### src/rtl/pipeline_pkg.sv
// rtl/pipeline_pkg.sv - shared types and constants for the pipeline scoreboard
package pipeline_pkg;

  // Entries are sized for the widest legal configuration (REGW<=8, NSTAGES<=8).
  localparam int REGW_MAX = 8;
  localparam int STGW_MAX = 4;

  typedef logic [STGW_MAX-1:0] fwd_sel_t;
  localparam fwd_sel_t FWD_RF = '0;

  localparam logic [REGW_MAX-1:0] REG_ZERO = '0;

  typedef struct packed {
    logic                valid;
    logic                wen;
    logic [REGW_MAX-1:0] wsel;
    logic [STGW_MAX-1:0] rdy;
    logic                halt;
  } sb_entry_t;

endpackage

### src/rtl/pipeline_scoreboard_if.sv
// rtl/pipeline_scoreboard_if.sv - ID/hazard handshake bundle between datapath and scoreboard
interface pipeline_scoreboard_if #(
  parameter int NSTAGES = 3,
  parameter int REGW    = 5,
  parameter int STGW    = $clog2(NSTAGES+1)
);
  logic               id_valid;
  logic [REGW-1:0]    id_rs;
  logic [REGW-1:0]    id_rt;
  logic               id_rs_used;
  logic               id_rt_used;
  logic               id_wen;
  logic [REGW-1:0]    id_wsel;
  logic [STGW-1:0]    id_rdy;
  logic               id_halt;
  logic               redirect;
  logic               mem_wait;
  logic               issue;
  logic               stall_id;
  logic               ifid_en;
  logic               ifid_flush;
  logic               stage_en;
  logic [NSTAGES-1:0] stage_valid;
  logic [STGW-1:0]    ex_fwd_a;
  logic [STGW-1:0]    ex_fwd_b;
  logic [31:0]        stall_cnt;
  logic               halt;

  modport master (
    output id_valid, id_rs, id_rt, id_rs_used, id_rt_used, id_wen, id_wsel,
           id_rdy, id_halt, redirect, mem_wait,
    input  issue, stall_id, ifid_en, ifid_flush, stage_en, stage_valid,
           ex_fwd_a, ex_fwd_b, stall_cnt, halt
  );

  modport slave (
    input  id_valid, id_rs, id_rt, id_rs_used, id_rt_used, id_wen, id_wsel,
           id_rdy, id_halt, redirect, mem_wait,
    output issue, stall_id, ifid_en, ifid_flush, stage_en, stage_valid,
           ex_fwd_a, ex_fwd_b, stall_cnt, halt
  );
endinterface

### src/rtl/pipeline_scoreboard_hazard_match.sv
// rtl/pipeline_scoreboard_hazard_match.sv - youngest in-flight writer match for one source operand
module hazard_match
  import pipeline_pkg::*;
#(
  parameter int NSTAGES = 3,
  parameter int REGW    = 5,
  parameter int FWD_EN  = 1,
  localparam int STGW   = $clog2(NSTAGES+1)
) (
  input  logic [NSTAGES-1:0]               wr,
  input  logic [NSTAGES-1:0][REGW_MAX-1:0] wsel,
  input  logic [NSTAGES-1:0][STGW_MAX-1:0] rdy,
  input  logic [REGW-1:0]                  src,
  input  logic                             used,
  output logic                             hit,
  output logic [STGW-1:0]                  k,
  output logic                             hazard,
  output logic [STGW-1:0]                  sel
);
  logic [REGW_MAX-1:0] src_ext;
  logic [STGW_MAX-1:0] k_rdy;

  always_comb begin
    src_ext = REGW_MAX'(src);
    hit     = 1'b0;
    k       = '0;
    k_rdy   = '0;
    // Scan oldest to youngest so the lowest matching index wins.
    for (int i = NSTAGES-1; i >= 0; i--) begin
      if (wr[i] && used && (wsel[i] == src_ext) && (src_ext != REG_ZERO)) begin
        hit   = 1'b1;
        k     = STGW'(i);
        k_rdy = rdy[i];
      end
    end

    if (FWD_EN != 0) begin
      hazard = hit && (k_rdy > STGW_MAX'(k));
    end else begin
      hazard = hit && (k < STGW'(NSTAGES-1));
    end

    sel = '0;
    if ((FWD_EN != 0) && hit && !hazard && ((int'(k) + 1) < NSTAGES)) begin
      sel = k + STGW'(1);
    end
  end
endmodule

### src/rtl/pipeline_scoreboard.sv
// rtl/pipeline_scoreboard.sv - in-flight writer scoreboard deciding issue, stall, flush and EX forwarding
module pipeline_scoreboard
  import pipeline_pkg::*;
#(
  parameter int NSTAGES = 3,
  parameter int REGW    = 5,
  parameter int FWD_EN  = 1,
  localparam int STGW   = $clog2(NSTAGES+1)
) (
  input logic                   CLK,
  input logic                   nRST,
  pipeline_scoreboard_if.slave  bus
);
  sb_entry_t [NSTAGES-1:0] sb_q, sb_d;
  logic [STGW-1:0]         fwd_a_q, fwd_a_d;
  logic [STGW-1:0]         fwd_b_q, fwd_b_d;
  logic [31:0]             stall_cnt_q, stall_cnt_d;
  logic                    halted_issue_q, halted_issue_d;
  logic                    halt_q, halt_d;

  logic [NSTAGES-1:0]               sb_wr;
  logic [NSTAGES-1:0][REGW_MAX-1:0] sb_wsel;
  logic [NSTAGES-1:0][STGW_MAX-1:0] sb_rdy;
  logic [NSTAGES-1:0]               stage_valid;
  sb_entry_t                        id_entry;

  logic            rs_hit, rt_hit, rs_haz, rt_haz;
  logic [STGW-1:0] rs_k, rt_k, rs_sel, rt_sel;
  logic            stall_id, issue;

  always_comb begin
    for (int i = 0; i < NSTAGES; i++) begin
      sb_wr[i]       = sb_q[i].valid & sb_q[i].wen;
      sb_wsel[i]     = sb_q[i].wsel;
      sb_rdy[i]      = sb_q[i].rdy;
      stage_valid[i] = sb_q[i].valid;
    end
    id_entry = '{valid: 1'b1, wen: bus.id_wen, wsel: REGW_MAX'(bus.id_wsel),
                 rdy: STGW_MAX'(bus.id_rdy), halt: bus.id_halt};
  end

  hazard_match #(.NSTAGES(NSTAGES), .REGW(REGW), .FWD_EN(FWD_EN)) u_match_rs (
    .wr(sb_wr), .wsel(sb_wsel), .rdy(sb_rdy), .src(bus.id_rs), .used(bus.id_rs_used),
    .hit(rs_hit), .k(rs_k), .hazard(rs_haz), .sel(rs_sel)
  );

  hazard_match #(.NSTAGES(NSTAGES), .REGW(REGW), .FWD_EN(FWD_EN)) u_match_rt (
    .wr(sb_wr), .wsel(sb_wsel), .rdy(sb_rdy), .src(bus.id_rt), .used(bus.id_rt_used),
    .hit(rt_hit), .k(rt_k), .hazard(rt_haz), .sel(rt_sel)
  );

  assign stall_id = bus.id_valid & (rs_haz | rt_haz) & ~halted_issue_q;
  assign issue    = bus.id_valid & ~stall_id & ~bus.mem_wait & ~halted_issue_q;

  assign bus.stall_id    = stall_id;
  assign bus.issue       = issue;
  assign bus.stage_en    = ~bus.mem_wait;
  assign bus.ifid_en     = ~bus.mem_wait & ~stall_id & ~halted_issue_q;
  assign bus.ifid_flush  = bus.redirect & issue;
  assign bus.stage_valid = stage_valid;
  assign bus.ex_fwd_a    = fwd_a_q;
  assign bus.ex_fwd_b    = fwd_b_q;
  assign bus.stall_cnt   = stall_cnt_q;
  assign bus.halt        = halt_q;

  // mem_wait freezes every piece of state; otherwise the scoreboard shifts each cycle.
  always_comb begin
    sb_d           = sb_q;
    fwd_a_d        = fwd_a_q;
    fwd_b_d        = fwd_b_q;
    stall_cnt_d    = stall_cnt_q;
    halted_issue_d = halted_issue_q;
    halt_d         = halt_q;
    if (!bus.mem_wait) begin
      sb_d[0] = issue ? id_entry : '0;
      for (int i = 1; i < NSTAGES; i++) begin
        sb_d[i] = sb_q[i-1];
      end
      fwd_a_d = issue ? rs_sel : STGW'(FWD_RF);
      fwd_b_d = issue ? rt_sel : STGW'(FWD_RF);
      if (stall_id && (stall_cnt_q != 32'hFFFF_FFFF)) begin
        stall_cnt_d = stall_cnt_q + 32'd1;
      end
      if (sb_q[NSTAGES-1].valid && sb_q[NSTAGES-1].halt) begin
        halt_d = 1'b1;
      end
    end
    if (issue && bus.id_halt) begin
      halted_issue_d = 1'b1;
    end
  end

  always_ff @(posedge CLK or negedge nRST) begin
    if (!nRST) begin
      sb_q           <= '0;
      fwd_a_q        <= '0;
      fwd_b_q        <= '0;
      stall_cnt_q    <= '0;
      halted_issue_q <= 1'b0;
      halt_q         <= 1'b0;
    end else begin
      sb_q           <= sb_d;
      fwd_a_q        <= fwd_a_d;
      fwd_b_q        <= fwd_b_d;
      stall_cnt_q    <= stall_cnt_d;
      halted_issue_q <= halted_issue_d;
      halt_q         <= halt_d;
    end
  end

  // Only the forwarding selects leave the matchers; hit/k stay internal.
  logic unused_match;
  assign unused_match = ^{rs_hit, rt_hit, rs_k, rt_k};
endmodule

### src/flat_wrapper.sv
// flat-port wrapper written by rule: the top's interface ports become plain ports
module pipeline_scoreboard_flat import pipeline_pkg::*;
#(
  parameter int NSTAGES = 3,
  parameter int REGW    = 5,
  parameter int FWD_EN  = 1,
  localparam int STGW   = $clog2(NSTAGES+1)
)
  (CLK, nRST, bus_id_valid, bus_id_rs, bus_id_rt, bus_id_rs_used, bus_id_rt_used, bus_id_wen, bus_id_wsel, bus_id_rdy, bus_id_halt, bus_redirect, bus_mem_wait, bus_issue, bus_stall_id, bus_ifid_en, bus_ifid_flush, bus_stage_en, bus_stage_valid, bus_ex_fwd_a, bus_ex_fwd_b, bus_stall_cnt, bus_halt);
  pipeline_scoreboard_if #(.NSTAGES(NSTAGES), .REGW(REGW)) bus_i ();
  input logic CLK;
  input logic nRST;
  input wire logic [$bits(bus_i.id_valid)-1:0] bus_id_valid;
  input wire logic [$bits(bus_i.id_rs)-1:0] bus_id_rs;
  input wire logic [$bits(bus_i.id_rt)-1:0] bus_id_rt;
  input wire logic [$bits(bus_i.id_rs_used)-1:0] bus_id_rs_used;
  input wire logic [$bits(bus_i.id_rt_used)-1:0] bus_id_rt_used;
  input wire logic [$bits(bus_i.id_wen)-1:0] bus_id_wen;
  input wire logic [$bits(bus_i.id_wsel)-1:0] bus_id_wsel;
  input wire logic [$bits(bus_i.id_rdy)-1:0] bus_id_rdy;
  input wire logic [$bits(bus_i.id_halt)-1:0] bus_id_halt;
  input wire logic [$bits(bus_i.redirect)-1:0] bus_redirect;
  input wire logic [$bits(bus_i.mem_wait)-1:0] bus_mem_wait;
  output wire logic [$bits(bus_i.issue)-1:0] bus_issue;
  output wire logic [$bits(bus_i.stall_id)-1:0] bus_stall_id;
  output wire logic [$bits(bus_i.ifid_en)-1:0] bus_ifid_en;
  output wire logic [$bits(bus_i.ifid_flush)-1:0] bus_ifid_flush;
  output wire logic [$bits(bus_i.stage_en)-1:0] bus_stage_en;
  output wire logic [$bits(bus_i.stage_valid)-1:0] bus_stage_valid;
  output wire logic [$bits(bus_i.ex_fwd_a)-1:0] bus_ex_fwd_a;
  output wire logic [$bits(bus_i.ex_fwd_b)-1:0] bus_ex_fwd_b;
  output wire logic [$bits(bus_i.stall_cnt)-1:0] bus_stall_cnt;
  output wire logic [$bits(bus_i.halt)-1:0] bus_halt;
  assign bus_i.id_valid = bus_id_valid;
  assign bus_i.id_rs = bus_id_rs;
  assign bus_i.id_rt = bus_id_rt;
  assign bus_i.id_rs_used = bus_id_rs_used;
  assign bus_i.id_rt_used = bus_id_rt_used;
  assign bus_i.id_wen = bus_id_wen;
  assign bus_i.id_wsel = bus_id_wsel;
  assign bus_i.id_rdy = bus_id_rdy;
  assign bus_i.id_halt = bus_id_halt;
  assign bus_i.redirect = bus_redirect;
  assign bus_i.mem_wait = bus_mem_wait;
  assign bus_issue = bus_i.issue;
  assign bus_stall_id = bus_i.stall_id;
  assign bus_ifid_en = bus_i.ifid_en;
  assign bus_ifid_flush = bus_i.ifid_flush;
  assign bus_stage_en = bus_i.stage_en;
  assign bus_stage_valid = bus_i.stage_valid;
  assign bus_ex_fwd_a = bus_i.ex_fwd_a;
  assign bus_ex_fwd_b = bus_i.ex_fwd_b;
  assign bus_stall_cnt = bus_i.stall_cnt;
  assign bus_halt = bus_i.halt;
  pipeline_scoreboard #(.NSTAGES(NSTAGES), .REGW(REGW), .FWD_EN(FWD_EN)) u_core (.CLK(CLK), .nRST(nRST), .bus(bus_i));
endmodule
### config.mk
export PLATFORM = sky130hd
export DESIGN_NAME = pipeline_scoreboard_flat
export DESIGN_NICKNAME = d
export VERILOG_FILES = /design/src/rtl/pipeline_pkg.sv /design/src/rtl/pipeline_scoreboard_if.sv /design/src/rtl/pipeline_scoreboard_hazard_match.sv /design/src/rtl/pipeline_scoreboard.sv /design/src/flat_wrapper.sv
export SDC_FILE = /design/constraint.sdc
export NUM_CORES = 1
export LEC_CHECK = 0
export BUFFER_PORTS_ARGS = -buffer_cell sky130_fd_sc_hd__clkbuf_2
export CAP_MARGIN = 25
export CORE_UTILIZATION = 50
export DETAILED_ROUTE_END_ITERATION = 8
export GPL_TIMING_DRIVEN = 0
export PLACE_DENSITY = 0.84
export SYNTH_ARGS = -nofsm -noshare
export SYNTH_HDL_FRONTEND = slang
export SYNTH_SLANG_ARGS = --single-unit
### constraint.sdc
create_clock -name CLK -period 14 [get_ports CLK]
set_clock_uncertainty 0.05 [all_clocks]
set_input_delay 3.5 -clock CLK [delete_from_list [all_inputs] [get_ports CLK]]
set_output_delay 3.5 -clock CLK [all_outputs]
set_load 0.05 [all_outputs]
---- Yosys cells after proc, flatten, opt, wreduce, memory -nomap -nowiden ----
Index checks and enable logic that the tools add are counted.
storage, ports and cells
  bits in registers ....................... 83
  output and inout bits ................... 45
cells by class
  add/sub/neg operators ................... 5
  magnitude comparators ................... 4
  eq/ne operators ......................... 7
  multiplexer cells ....................... 23
  bitwise logic cells ..................... 15
  reduce and logical (&&, ||, !) cells .... 33
operators with widths
  operator                 number
  $eq A8 B5 Y1             6
  $add A32 B1 Y32 const B  1
  $ne A32 B32 Y1 const B   1
  $logic_and A1 B1 Y1      27
  $mux W4                  6
  $mux W2                  10
  $mux W15                 1
  $and A1 B1 Y1            11
  $reduce_bool A5 Y1       2
  $gt A4 B2 Y1             2
  $add A2 B1 Y3 const B    2
  $lt A3 B2 Y1 const B     2
  $mux W1                  6
  $add A2 B1 Y2 const B    2
  $reduce_and A2 Y1        2
  $not A1 Y1               3
  $logic_not A1 Y1         2
  $or A1 B1 Y1             1

---- Depth between registers and ports, before layout ----
  depth in word-level cells ............... 17
  depth in mapped cells ................... 17
  mapped depth without buffers ............ 14

---- Hierarchy ----
From an unflattened synthesis, not the netlist that was laid out.
second synthesis, totals
  cell total of the unflattened synthesis .. 355
  area total of the unflattened synthesis .. 3936.3 um2
by module, submodules not included
  module               instances  cells an instance  area an instance (um2)  seq. area each (um2)
  pipeline_scoreboard  1          233                2942.8                  1701.6
  hazard_match         2          61                 496.7                   0.0

---- Least setup slack after synthesis ----
Ideal clock, no wire load.
  path kind ............................... input-to-output
  start ................................... in bus_id_rt[4]
  end ..................................... out bus_ifid_en
  arrival ................................. 7659 ps
  data required time ...................... 10450 ps
  slack ................................... 2791 ps
  stages .................................. 13
  buffers on the path ..................... 1
  cell sequence ........................... clkbuf_2 -> xnor2_1 -> nand2_1 -> or4_2 -> or3_2 -> ha_1 -> nor2b_1 -> o21ai_0 -> inv_1 -> o31a_2 -> nor2_1 -> nor3b_1 -> nor3_1
on the way
  cells in the longest elaborated chain, start to end .. 14
  elaborated cells between the ends (all ways) .. 27
ends and longest elaborated chain
  item                                                    RTL line                                RTL
  start, declared                                         flat_wrapper.sv:15                      input wire logic [$bits(bus_i.id_rt)-1:0] bus_id_rt;
  $eq A8 B5 Y1                                            pipeline_scoreboard_hazard_match.sv:30  if (wr[i] && used && (wsel[i] == src_ext) && (src_ext != REG_ZERO)) begin
  $logic_and A1 B1 Y1 (2 in a row)                        pipeline_scoreboard_hazard_match.sv:30
  $mux W4 / $mux W2 (equally long branches) (3 in a row)  pipeline_scoreboard_hazard_match.sv:30
  $gt A4 B2 Y1                                            pipeline_scoreboard_hazard_match.sv:38  hazard = hit && (k_rdy > STGW_MAX'(k));
  $logic_and A1 B1 Y1 (*)                                 pipeline_scoreboard_hazard_match.sv:38
  $or A1 B1 Y1 (*)                                        pipeline_scoreboard.sv:52               assign stall_id = bus.id_valid & (rs_haz | rt_haz) & ~halted_issue_q;
  $and A1 B1 Y1 (*) (2 in a row)                          pipeline_scoreboard.sv:52
  via bus_stall_id                                        flat_wrapper.sv:25                      output wire logic [$bits(bus_i.stall_id)-1:0] bus_stall_id;
  $not A1 Y1 (*)                                          pipeline_scoreboard.sv:58               assign bus.ifid_en = ~bus.mem_wait & ~stall_id & ~halted_issue_q;
  $and A1 B1 Y1 (*) (2 in a row)                          pipeline_scoreboard.sv:58
  end, declared                                           flat_wrapper.sv:26                      output wire logic [$bits(bus_i.ifid_en)-1:0] bus_ifid_en;
Mark *: on every way through the listed nets, which the timed path passes. The rest lies on a longest branch.

---- Worst setup path in the final report ----
  start ................................... in bus_id_rt[1]
  end ..................................... out bus_ifid_flush
on the way
  cells in the longest elaborated chain, start to end .. 16
  elaborated cells between the ends (all ways) .. 29
ends and longest elaborated chain
  item                                                    RTL line                                RTL
  $eq A8 B5 Y1                                            pipeline_scoreboard_hazard_match.sv:30
  $logic_and A1 B1 Y1 (2 in a row)                        pipeline_scoreboard_hazard_match.sv:30
  $mux W4 / $mux W2 (equally long branches) (3 in a row)  pipeline_scoreboard_hazard_match.sv:30
  $gt A4 B2 Y1                                            pipeline_scoreboard_hazard_match.sv:38
  $logic_and A1 B1 Y1 (*)                                 pipeline_scoreboard_hazard_match.sv:38
  $or A1 B1 Y1 (*)                                        pipeline_scoreboard.sv:52
  $and A1 B1 Y1 (*) (2 in a row)                          pipeline_scoreboard.sv:52
  $not A1 Y1 (*)                                          pipeline_scoreboard.sv:53               assign issue = bus.id_valid & ~stall_id & ~bus.mem_wait & ~halted_issue_q;
  $and A1 B1 Y1 (*) (3 in a row)                          pipeline_scoreboard.sv:53
  $and A1 B1 Y1 (*)                                       pipeline_scoreboard.sv:59               assign bus.ifid_flush = bus.redirect & issue;
  end, declared                                           flat_wrapper.sv:27                      output wire logic [$bits(bus_i.ifid_flush)-1:0] bus_ifid_flush;
Mark *: on every way between the ends. The rest lies on a longest branch, timed or not.

==> metrics.md <==
| Metric | Value |
|---|---|
| Rows | 30 |
| Initial DRC Count | 174 |
| Met3 usage | 4.34% |
| Worst-Skew Late Latency | 0.34 ns |
| Cells after Synth | 329 |
| Critical Path RT | 10.45 ns |
| P_leak | 0.00207 µW |
| Reg clk slew, reported paths | 0.07 ns |
| Nets@finish | 439 |
| Peak Freq | 0.0948 GHz |
| Drt pass-1 iters | 5 |
| Syn Area/Cell | 11.2 µm² |
| GRT Total Usage | 23.4% |
| Share of layout cells above drive strength 1 | 32.0% |
| CP Launch Type | input port |
| Unrepaired setup endpoints after global routing | no |
| Met1 usage | 30.7% |
| Final HPWL DP | 6070 µm |
| Starting Density | 52.9% |
| Initial antenna violation count | 0 |
| CP endpoint kind | primary output |
| Synth top area share | 46.1% |
| Via count | 2,863 |
| H-tree depth | 3 |
| Power per cell area | 91.0 mW/mm² |
| Commonest register cell after synthesis | dfrtp_1 |
| Final setup viols | 0 |
| Global route hottest layer | met2 |
| Unique cell type count in the Yosys netlist | 51 |
| First-pass GRT wire length | 13,600 µm |
| Synth area leaders | dfrtp_1 (46%), xnor2_1 (9.7%), mux2_2 (6.1%) |
| Total CTS buffers | 9 |
| Die Wd | 88.0 µm |
| Most common cell in the netlist | dfrtp_1 |
| Core region area | 0.00698 mm² |
| GP Congestion | 0.866 |
| Kind of critical path | in2out |
| P&R area growth vs syn | 18.1% |
| Post-CTS setup buffer count | 0 |
| Mapped Area | 0.00369 mm² |
| Maxcap violations | 0 |
| Post_cts resized | 0 |
| Final WL | 8390 µm |
| Root Driver | clkbuf_8 |
| HP Class | reg2reg |
| CTS max path bufs | 2 |
| CP Max Fanout | 10 |
| CP Data Arrival Time | 7.00 ns |
| Global routing met2 resource utilization | 37.4% |
| DRC Markers | 0 |
| Count of buffers from port buffering | 68 |
| Top cells by count, synth | dfrtp_1 (68), xnor2_1 (41), nand2_1 (29) |
| Post-synth net total | 360 |
| GRT overflow | 0 |
| Hold Buf Count CTS | 0 |
| Worst-Margin Slew | 0.912 ns |
| Async SR Flop Fraction | 100% |
| Largest area contributor in the netlist | dfrtp_1 |
| Worst-case reg-to-reg path depth | 12 |
| Final period util | 75.4% |
| Vias in the first global route | 2,791 |
| CTS tree | yes |
| Die area | 0.00774 mm² |
| Fin. Hold Viols | 0 |
| Via/cell ratio | 5.64 |
| Outcome | completed |
| Num ports | 71 |
| Die Y | 88.0 µm |
| Max transition margin | 39.2% |
| Final Core Density | 62.5% |
| N_diodes | 0 |
| Sequential-to-total area share from yosys stat | 46.1% |
| Routed len/inst | 16.5 µm |
| Setup TNS | 0 ns |
| Hold Path Depth | 1 |
| Tmin final | 10.55 ns |
| Synthesis Warnings | 0 |
| FF+latch count, synth | 68 |
| Post-detailed-route count of antenna-violating nets | 0 |
| Slew Limit Fails | 0 |
| Clock sinks | 68 |
| Largest net degree at the start of global routing | 69 |
| Worst VDD drop | 0.0505 mV |
| Number of flops mapped to enable cells by yosys | 0 |
==> worst max-delay path: stages <==
cell and delay, ns:
clkbuf_2 0.15, or4_4 0.17, o21ai_4 0.08, or4_2 0.68
or3_2 0.49, ha_1 0.31, nor2b_1 0.13, o21ai_0 0.26
inv_1 0.16, o31a_2 0.18, nor3_4 0.26, buf_4 0.22
and2_1 0.14, clkbuf_2 0.27
==> path summary, 6_finish.rpt <==
path | from | endpoint | slack (ns)
setup / recovery | bus_id_rt[1] | bus_ifid_flush | 3.45
max in group asynchronous | nRST | u_core.bus.stall_cnt[19] | 10.05
hold / removal | u_core.bus.halt | u_core.bus.halt | 0.42
hold reg to reg | u_core.bus.halt | u_core.bus.halt | 0.42
min in group asynchronous | nRST | u_core.sb_q[9] | 3.25
setup reg to reg | u_core.sb_q[38] | u_core.bus.stall_cnt[27] | 10.06
==> cells in the final DEF (no fill, tap or decap), types with 2 or more instances in the layout <==
| cell type | Yosys | layout |
|---|---|---|
| a21o_1 | 2 | 2 |
| a22o_1 | 8 | 8 |
| a22oi_1 | 2 | 2 |
| a32o_1 | 3 | 3 |
| and2_1 | 4 | 4 |
| and2_2 | 2 | 2 |
| and3_1 | 5 | 5 |
| and4_1 | 2 | 2 |
| buf_1 | 2 | 2 |
| buf_4 | 5 | 5 |
| bufinv_16 | 0 | 2 |
| clkbuf_1 | 3 | 4 |
| clkbuf_2 | 1 | 68 |
| clkbuf_8 | 0 | 9 |
| clkinv_2 | 0 | 2 |
| dfrtp_1 | 68 | 68 |
| ha_1 | 5 | 5 |
| inv_1 | 7 | 7 |
| mux2_2 | 20 | 20 |
| nand2_1 | 29 | 29 |
| nand3_1 | 14 | 14 |
| nand4_1 | 14 | 14 |
| nor2_1 | 12 | 12 |
| nor2b_1 | 2 | 2 |
| nor3_1 | 11 | 11 |
| nor4_1 | 6 | 6 |
| nor4_2 | 2 | 2 |
| nor4_4 | 3 | 3 |
| o21ai_0 | 7 | 7 |
| o21ai_4 | 2 | 2 |
| o31ai_4 | 2 | 2 |
| o41ai_1 | 2 | 2 |
| or4_1 | 2 | 2 |
| or4_2 | 2 | 2 |
| or4_4 | 2 | 2 |
| xnor2_1 | 41 | 41 |
| xor2_1 | 20 | 20 |
==> metrics by stage <==
stage | power, µW | cell area [µm²] | hold WS [ns] | cells | setup WS, ns
final | 397 | 4360 | 0.423 | 508 | 3.45
after global placement | 227 | 4160 | 0.403 | 493 | 3.61
after floorplan | 215 | 3690 | 0.409 | 329 | 2.79
after CTS | 398 | 4360 | 0.425 | 508 | 3.50
after global routing | 409 | 4360 | 0.436 | 508 | 3.26
after detailed placement | 228 | 4160 | 0.409 | 493 | 3.52
==> where the power goes <==
| part | leakage (µW) | switching, µW | internal (µW) |
|---|---|---|---|
| Sequential | 0.000934 | 0.532 | 197 |
| Clock | 0.000102 | 74.1 | 98.8 |
| Combinational | 0.00104 | 17.6 | 8.68 |
==> routing by layer <==
layer,up-vias,share of wire [%]
li1,1346,-
met1,1425,46
met2,75,49
met3,17,3.5
met4,0,2.0
met5,-,0
==> state kept, by name, summed over array words and instances (netlist names) <==
| register | cells |
|---|---|
| u_core.sb_q | 27 |
| u_core.bus.halt | 1 |
| u_core.bus.stage_valid | 3 |
| u_core.bus.ex_fwd_b | 2 |
| u_core.halted_issue_q | 1 |
| u_core.bus.stall_cnt | 32 |
| u_core.bus.ex_fwd_a | 2 |
==> layout make-up <==
| cell class | instances | area, µm² |
|---|---|---|
| fill | 595 | 2620 |
| multi-input combinational | 242 | 1890 |
| sequential | 68 | 1700 |
| timing repair buffer | 68 | 343 |
| clock buffer | 10 | 128 |
| tap | 96 | 120 |
| clock inverter | 5 | 77.6 |
| buffer | 12 | 72.6 |
| inverter | 7 | 26.3 |
==> logic make-up after synthesis <==
logic type / synth area share [%]
fa+ha+maj: 1.69
mux: 6.10
simple gates: 19.6
flops: 46.1
compound gates: 9.45
buf+inv: 2.68
xor+xnor: 14.5
Note: power is estimated with default switching activity, not from simulation.
